$ cat src/rtl/ext_mem_arbiter.sv
// Arbiter sharing one external memory word port between the I-side and D-side
// miss controllers: transaction-locked grants, round-robin ties, ack watchdog.
module ext_mem_arbiter #(
  parameter int unsigned WORD_SIZE = 32,
  parameter int unsigned TIMEOUT   = 255
) (
  input  logic                 clk,
  input  logic                 rst,
  input  logic [31:0]          i_addr,
  input  logic                 i_re,
  input  logic                 i_wr,
  input  logic [WORD_SIZE-1:0] i_data_out,
  output logic [WORD_SIZE-1:0] i_data_in,
  output logic                 i_ack,
  input  logic [31:0]          d_addr,
  input  logic                 d_re,
  input  logic                 d_wr,
  input  logic [WORD_SIZE-1:0] d_data_out,
  output logic [WORD_SIZE-1:0] d_data_in,
  output logic                 d_ack,
  output logic [31:0]          mem_addr,
  output logic                 mem_re,
  output logic                 mem_wr,
  output logic [WORD_SIZE-1:0] mem_data_out,
  input  logic [WORD_SIZE-1:0] mem_data_in,
  input  logic                 mem_ack,
  output logic                 busy,
  output logic                 grant_d,
  output logic                 timeout_err
);

  typedef enum logic [1:0] {IDLE, GRANT_I, GRANT_D, RELEASE} state_e;

  localparam bit         WD_EN    = (TIMEOUT != 0);
  localparam logic [7:0] WD_LIMIT = WD_EN ? 8'(TIMEOUT - 1) : 8'd0;

  state_e     state_q, state_d;
  logic       last_owner_q, last_owner_d;  // 1: D-side owned the port last
  logic [7:0] wd_cnt_q, wd_cnt_d;
  logic       timeout_err_q, timeout_err_d;
  logic       i_blocked_q, i_blocked_d;
  logic       d_blocked_q, d_blocked_d;

  logic i_any, d_any, req_i, req_d, owner_is_d, owner_any, wd_fire;

  always_comb begin
    // NOTE: every signal gets a default first so no latch is inferred.
    i_any         = i_re | i_wr;
    d_any         = d_re | d_wr;
    req_i         = i_any & ~i_blocked_q;
    req_d         = d_any & ~d_blocked_q;
    owner_is_d    = (state_q == GRANT_D);
    owner_any     = owner_is_d ? d_any : i_any;
    wd_fire       = WD_EN && (wd_cnt_q == WD_LIMIT) && !mem_ack;
    state_d       = state_q;
    last_owner_d  = last_owner_q;
    wd_cnt_d      = wd_cnt_q;
    timeout_err_d = timeout_err_q;
    // A watchdog block lasts until the blocked side drops its request once.
    i_blocked_d   = i_blocked_q & i_any;
    d_blocked_d   = d_blocked_q & d_any;

    unique case (state_q)
      IDLE: begin
        wd_cnt_d = '0;
        if (req_i && req_d) state_d = last_owner_q ? GRANT_I : GRANT_D;
        else if (req_i)     state_d = GRANT_I;
        else if (req_d)     state_d = GRANT_D;
      end
      GRANT_I, GRANT_D: begin
        if (mem_ack)                wd_cnt_d = '0;
        else if (wd_cnt_q != 8'hFF) wd_cnt_d = wd_cnt_q + 8'd1;
        if (wd_fire) begin
          timeout_err_d = 1'b1;
          last_owner_d  = owner_is_d;
          state_d       = RELEASE;
          if (owner_is_d) d_blocked_d = 1'b1;
          else            i_blocked_d = 1'b1;
        end else if (!owner_any) begin
          last_owner_d = owner_is_d;
          state_d      = RELEASE;
        end
      end
      RELEASE: state_d = IDLE;
      default: state_d = IDLE;
    endcase
  end

  // Port steering: only the owner is connected; everything else reads as zero.
  always_comb begin
    mem_addr     = '0;
    mem_re       = 1'b0;
    mem_wr       = 1'b0;
    mem_data_out = '0;
    i_ack        = 1'b0;
    i_data_in    = '0;
    d_ack        = 1'b0;
    d_data_in    = '0;
    if (state_q == GRANT_I) begin
      mem_addr     = i_addr;
      mem_re       = i_re;
      mem_wr       = i_wr;
      mem_data_out = i_data_out;
      i_ack        = mem_ack;
      i_data_in    = mem_data_in;
    end else if (state_q == GRANT_D) begin
      mem_addr     = d_addr;
      mem_re       = d_re;
      mem_wr       = d_wr;
      mem_data_out = d_data_out;
      d_ack        = mem_ack;
      d_data_in    = mem_data_in;
    end
  end

  always_ff @(posedge clk) begin
    // NOTE: sequential state is updated with non-blocking assignments only.
    if (rst) begin
      state_q       <= IDLE;
      last_owner_q  <= 1'b1;
      wd_cnt_q      <= '0;
      timeout_err_q <= 1'b0;
      i_blocked_q   <= 1'b0;
      d_blocked_q   <= 1'b0;
    end else begin
      state_q       <= state_d;
      last_owner_q  <= last_owner_d;
      wd_cnt_q      <= wd_cnt_d;
      timeout_err_q <= timeout_err_d;
      i_blocked_q   <= i_blocked_d;
      d_blocked_q   <= d_blocked_d;
    end
  end

  assign busy        = (state_q == GRANT_I) || (state_q == GRANT_D);
  assign grant_d     = (state_q == GRANT_D);
  assign timeout_err = timeout_err_q;

endmodule

$ cat config.mk
export PLATFORM = sky130hd
export DESIGN_NAME = ext_mem_arbiter
export DESIGN_NICKNAME = d
export VERILOG_FILES = /design/src/rtl/ext_mem_arbiter.sv
export SDC_FILE = /design/constraint.sdc
export NUM_CORES = 1
export LEC_CHECK = 0
export CAP_MARGIN = 5
export CORE_AREA = 3 3 116 118
export DETAILED_ROUTE_END_ITERATION = 16
export DIE_AREA = 0 0 119 121
export MAX_ROUTING_LAYER = met4
export PLACE_DENSITY = 0.66
export SETUP_SLACK_MARGIN = 0.05
export SLEW_MARGIN = 15
export SYNTH_ARGS = -nofsm -noshare
export SYNTH_HDL_FRONTEND = slang
export SYNTH_SLANG_ARGS = --single-unit
$ cat constraint.sdc
create_clock -name clk -period 2.5 [get_ports clk]
set_input_delay 0.375 -clock clk [delete_from_list [all_inputs] [get_ports clk]]
set_output_delay 0.375 -clock clk [all_outputs]
set_load 0.03 [all_outputs]
==> flow_summary.ini <==
[cts]
cts_buffers = 3
htree_levels = 1
clock_latency_ns = 0.25
clock_sinks = 14
clkTransAtPathRegs_ns = 0.05
cts_tree = built
cts_hold_buf = 0
root_buffer = clkbuf_16
cts_buffer_depth = 2

[synth]
muxShareOfSynthArea = 0.02115
ys_seq_area_frac = 0.1481
synth_ff_type = dfxtp_1
syn_nets = 424
synth_top_cell_by_area = a22o_1
yosys.area_share.adder = 0.03305
netlist_area_um2 = 1893
synth_compound_area_frac = 0.4104
yosys.area.top_type_share = 0.3054
synthTopCellsByArea = a22o_1 (31%), and2_1 (22%), dfxtp_1 (15%)
synth_xor_area_frac = 0
yosys_register_bits = 14
ys_warn_count = 0
synth_common_cells = a22o_1 (66), and2_1 (66), clkbuf_1 (20)
netlist-cell-type-count = 35
synthArstFlopShare = 0
synthSimpleGateAreaFrac = 0.3166
synth_top_family_by_area = compound AO/OA/AOI/OAI gates
syn_avg_cell_area_um2 = 7.512
synth_edf_count = 0
postSynthCellCount = 252

[global_route]
grt_pass1_wl_um = 18530
grt_usage = 0.1687
grt_pass1_vias = 3007
grt_max_degree = 71
antenna_found_initial = 0
grt-ovfl-total = 0

[setup_path]
cp.required_ns = 2.12
start_kind = flip-flop
worstSetupStartpoint = state_q[1]
cp.arrival_ns = 1.98
r2r-start = state_q[0]
path_max_fanout = 14
r2r_slack_ns = 0.37
end_kind = primary output
worst-setup-path-type = reg2out

[place]
detailedPlace.worstSlack_ns = 0.3529
gp_congestion = 0.8993
placed_cells = 705
place_hpwl_um = 11040
port_buffers = 301

[route]
antenna_left = 0
viasPerCell = 4.388
post-route-drc-count = 0
wl_per_cell_um = 18.98
vias = 3120
drt_wl_total_um = 13490
first_iter_violations = 142
firstDrtPassIters = 6

[sta]
setup_tns_ns = 0
fin_hold_ws_ns = 0.4613
maxSlewHeadroom = 0.7040
grt_setup_unrepaired = yes
report.final.slew_viol_count = 0
period_needed_ns = 2.356
fmax_ghz = 0.4244
hold_viol_final = 0
period_share = 0.9425
setup-violations-final = 0
layout_setup_ws_ns = 0.1437
tightest_slew_ns = 0.4440
finClkSkew_ns = 0.003601

[floorplanning]
rows = 41
die_h_um = 121
die_area_um2 = 14400
design.core.area_um2 = 12570
pin_count = 302
die_w_um = 119
initial_utilization = 0.1506

[pwr]
p_int_w = 0.002926
vdd_ir_drop_max_mv = 0.7804
p_clk_frac = 0.056
p_leak_nw = 2.198
switching_share = 0.5268
pwr-share-seq = 0.045
switching_power_w = 0.003258
power_density_nw_per_um2 = 1183
comb_power_share = 0.900

[job]
cap_violations = 0

[layout]
multi_input_area_um2 = 1500
nNetsFinal = 712
final_util = 0.4160
ff_latch_area_um2 = 280.3
syn2layout_area_growth_pct = 176.2
fillers = 1250
drive_gt1_frac = 0.2226
fin_cells = 711
antennaDiodeCount = 0

[min_path]
min_path_type = reg2reg
worstHoldStart = timeout_err

[run_status]
status = completed
layer usage:
| metal | share of wire | track usage |
|---|---|---|
| met1 | 0.41 | 0.2060 |
| met2 | 0.51 | 0.2861 |
| met3 | 0.077 | 0.04615 |
| met4 | 0.0097 | 0.02317 |
| met5 | 0 | - |
cell families after synthesis:
kind of cell | count (synthesis)
buffers and inverters | 31
AND/OR/NAND/NOR | 103
flip-flops | 14
adder cells (fa/ha/maj) | 5
AO/OA/AOI/OAI | 95
multiplexers | 4
final cells by class:
class,instances,share of cell area
clock buffer,4,0.01699
inverter,7,0.005025
multi-input combinational,207,0.2869
sequential,14,0.05360
tap,172,0.04116
timing repair buffer,307,0.5963
what timing repair did:
action                     in CTS  in global routing
resized for setup               0                  2
setup endpoints to repair       0                 37
buffers inserted                0                  2
power groups by stage:
| stage | sequential (W) | clock [W] | combinational, W |
|---|---|---|---|
| after detailed placement | 0.000282 | 0 | 0.00547 |
| after CTS | 0.000277 | 0.000350 | 0.00550 |
| after global placement | 0.000278 | 0 | 0.00547 |
| after floorplan | 0.000271 | 0 | 0.00302 |
| final | 0.000278 | 0.000344 | 0.00556 |
| after global routing | 0.000282 | 0.000357 | 0.00585 |
metrics by stage:
| step | area [µm²] | total power (W) |
|---|---|---|
| floorplan | 1893 | 0.003292 |
| global placement | 5094 | 0.005744 |
| detailed placement | 5094 | 0.005748 |
| CTS | 5182 | 0.006126 |
| global route | 5229 | 0.006490 |
| finish | 5229 | 0.006184 |
sequential cells by signal, summed over array words and instances (netlist names):
signal,count
wd_cnt_q,8
state_q,2
d_blocked_q,1
i_blocked_q,1
last_owner_q,1
timeout_err,1
cell usage in the layout, fill, tap and decap left out, drive strengths merged:
cell type	n
a21o	1
mux2i	4
clkdlybuf4s50	198
nand3	3
nand2b	1
a211o	1
a311oi	1
and2	66
o21a	2
nand4	3
dfxtp	14
nand2	8
or3	2
and4b	1
o211a	1
a41o	1
a22o	66
a21oi	7
and3	4
clkbuf	5
ha	5
nor3	3
buf	108
o21bai	1
a211oi	1
a32oi	1
o32ai	1
or3b	1
o21ba	1
nor2b	1
inv	7
o21ai	8
a22oi	2
nor2	10
worst max-delay path, stage by stage, from the launching register on:
cell	delay, ns
dfxtp_1	0.32
inv_1	0.11
ha_4	0.27
clkbuf_8	0.22
and2_1	0.13
clkdlybuf4s50_1	0.67
final timing paths:
check	endpoint	depth (start not counted)
worst min register to register	timeout_err	2
worst max-delay path	i_data_in[1]	5
worst max register to register	wd_cnt_q[7]	6
worst min-delay path	timeout_err	2
(Power assumes the default switching activity.)
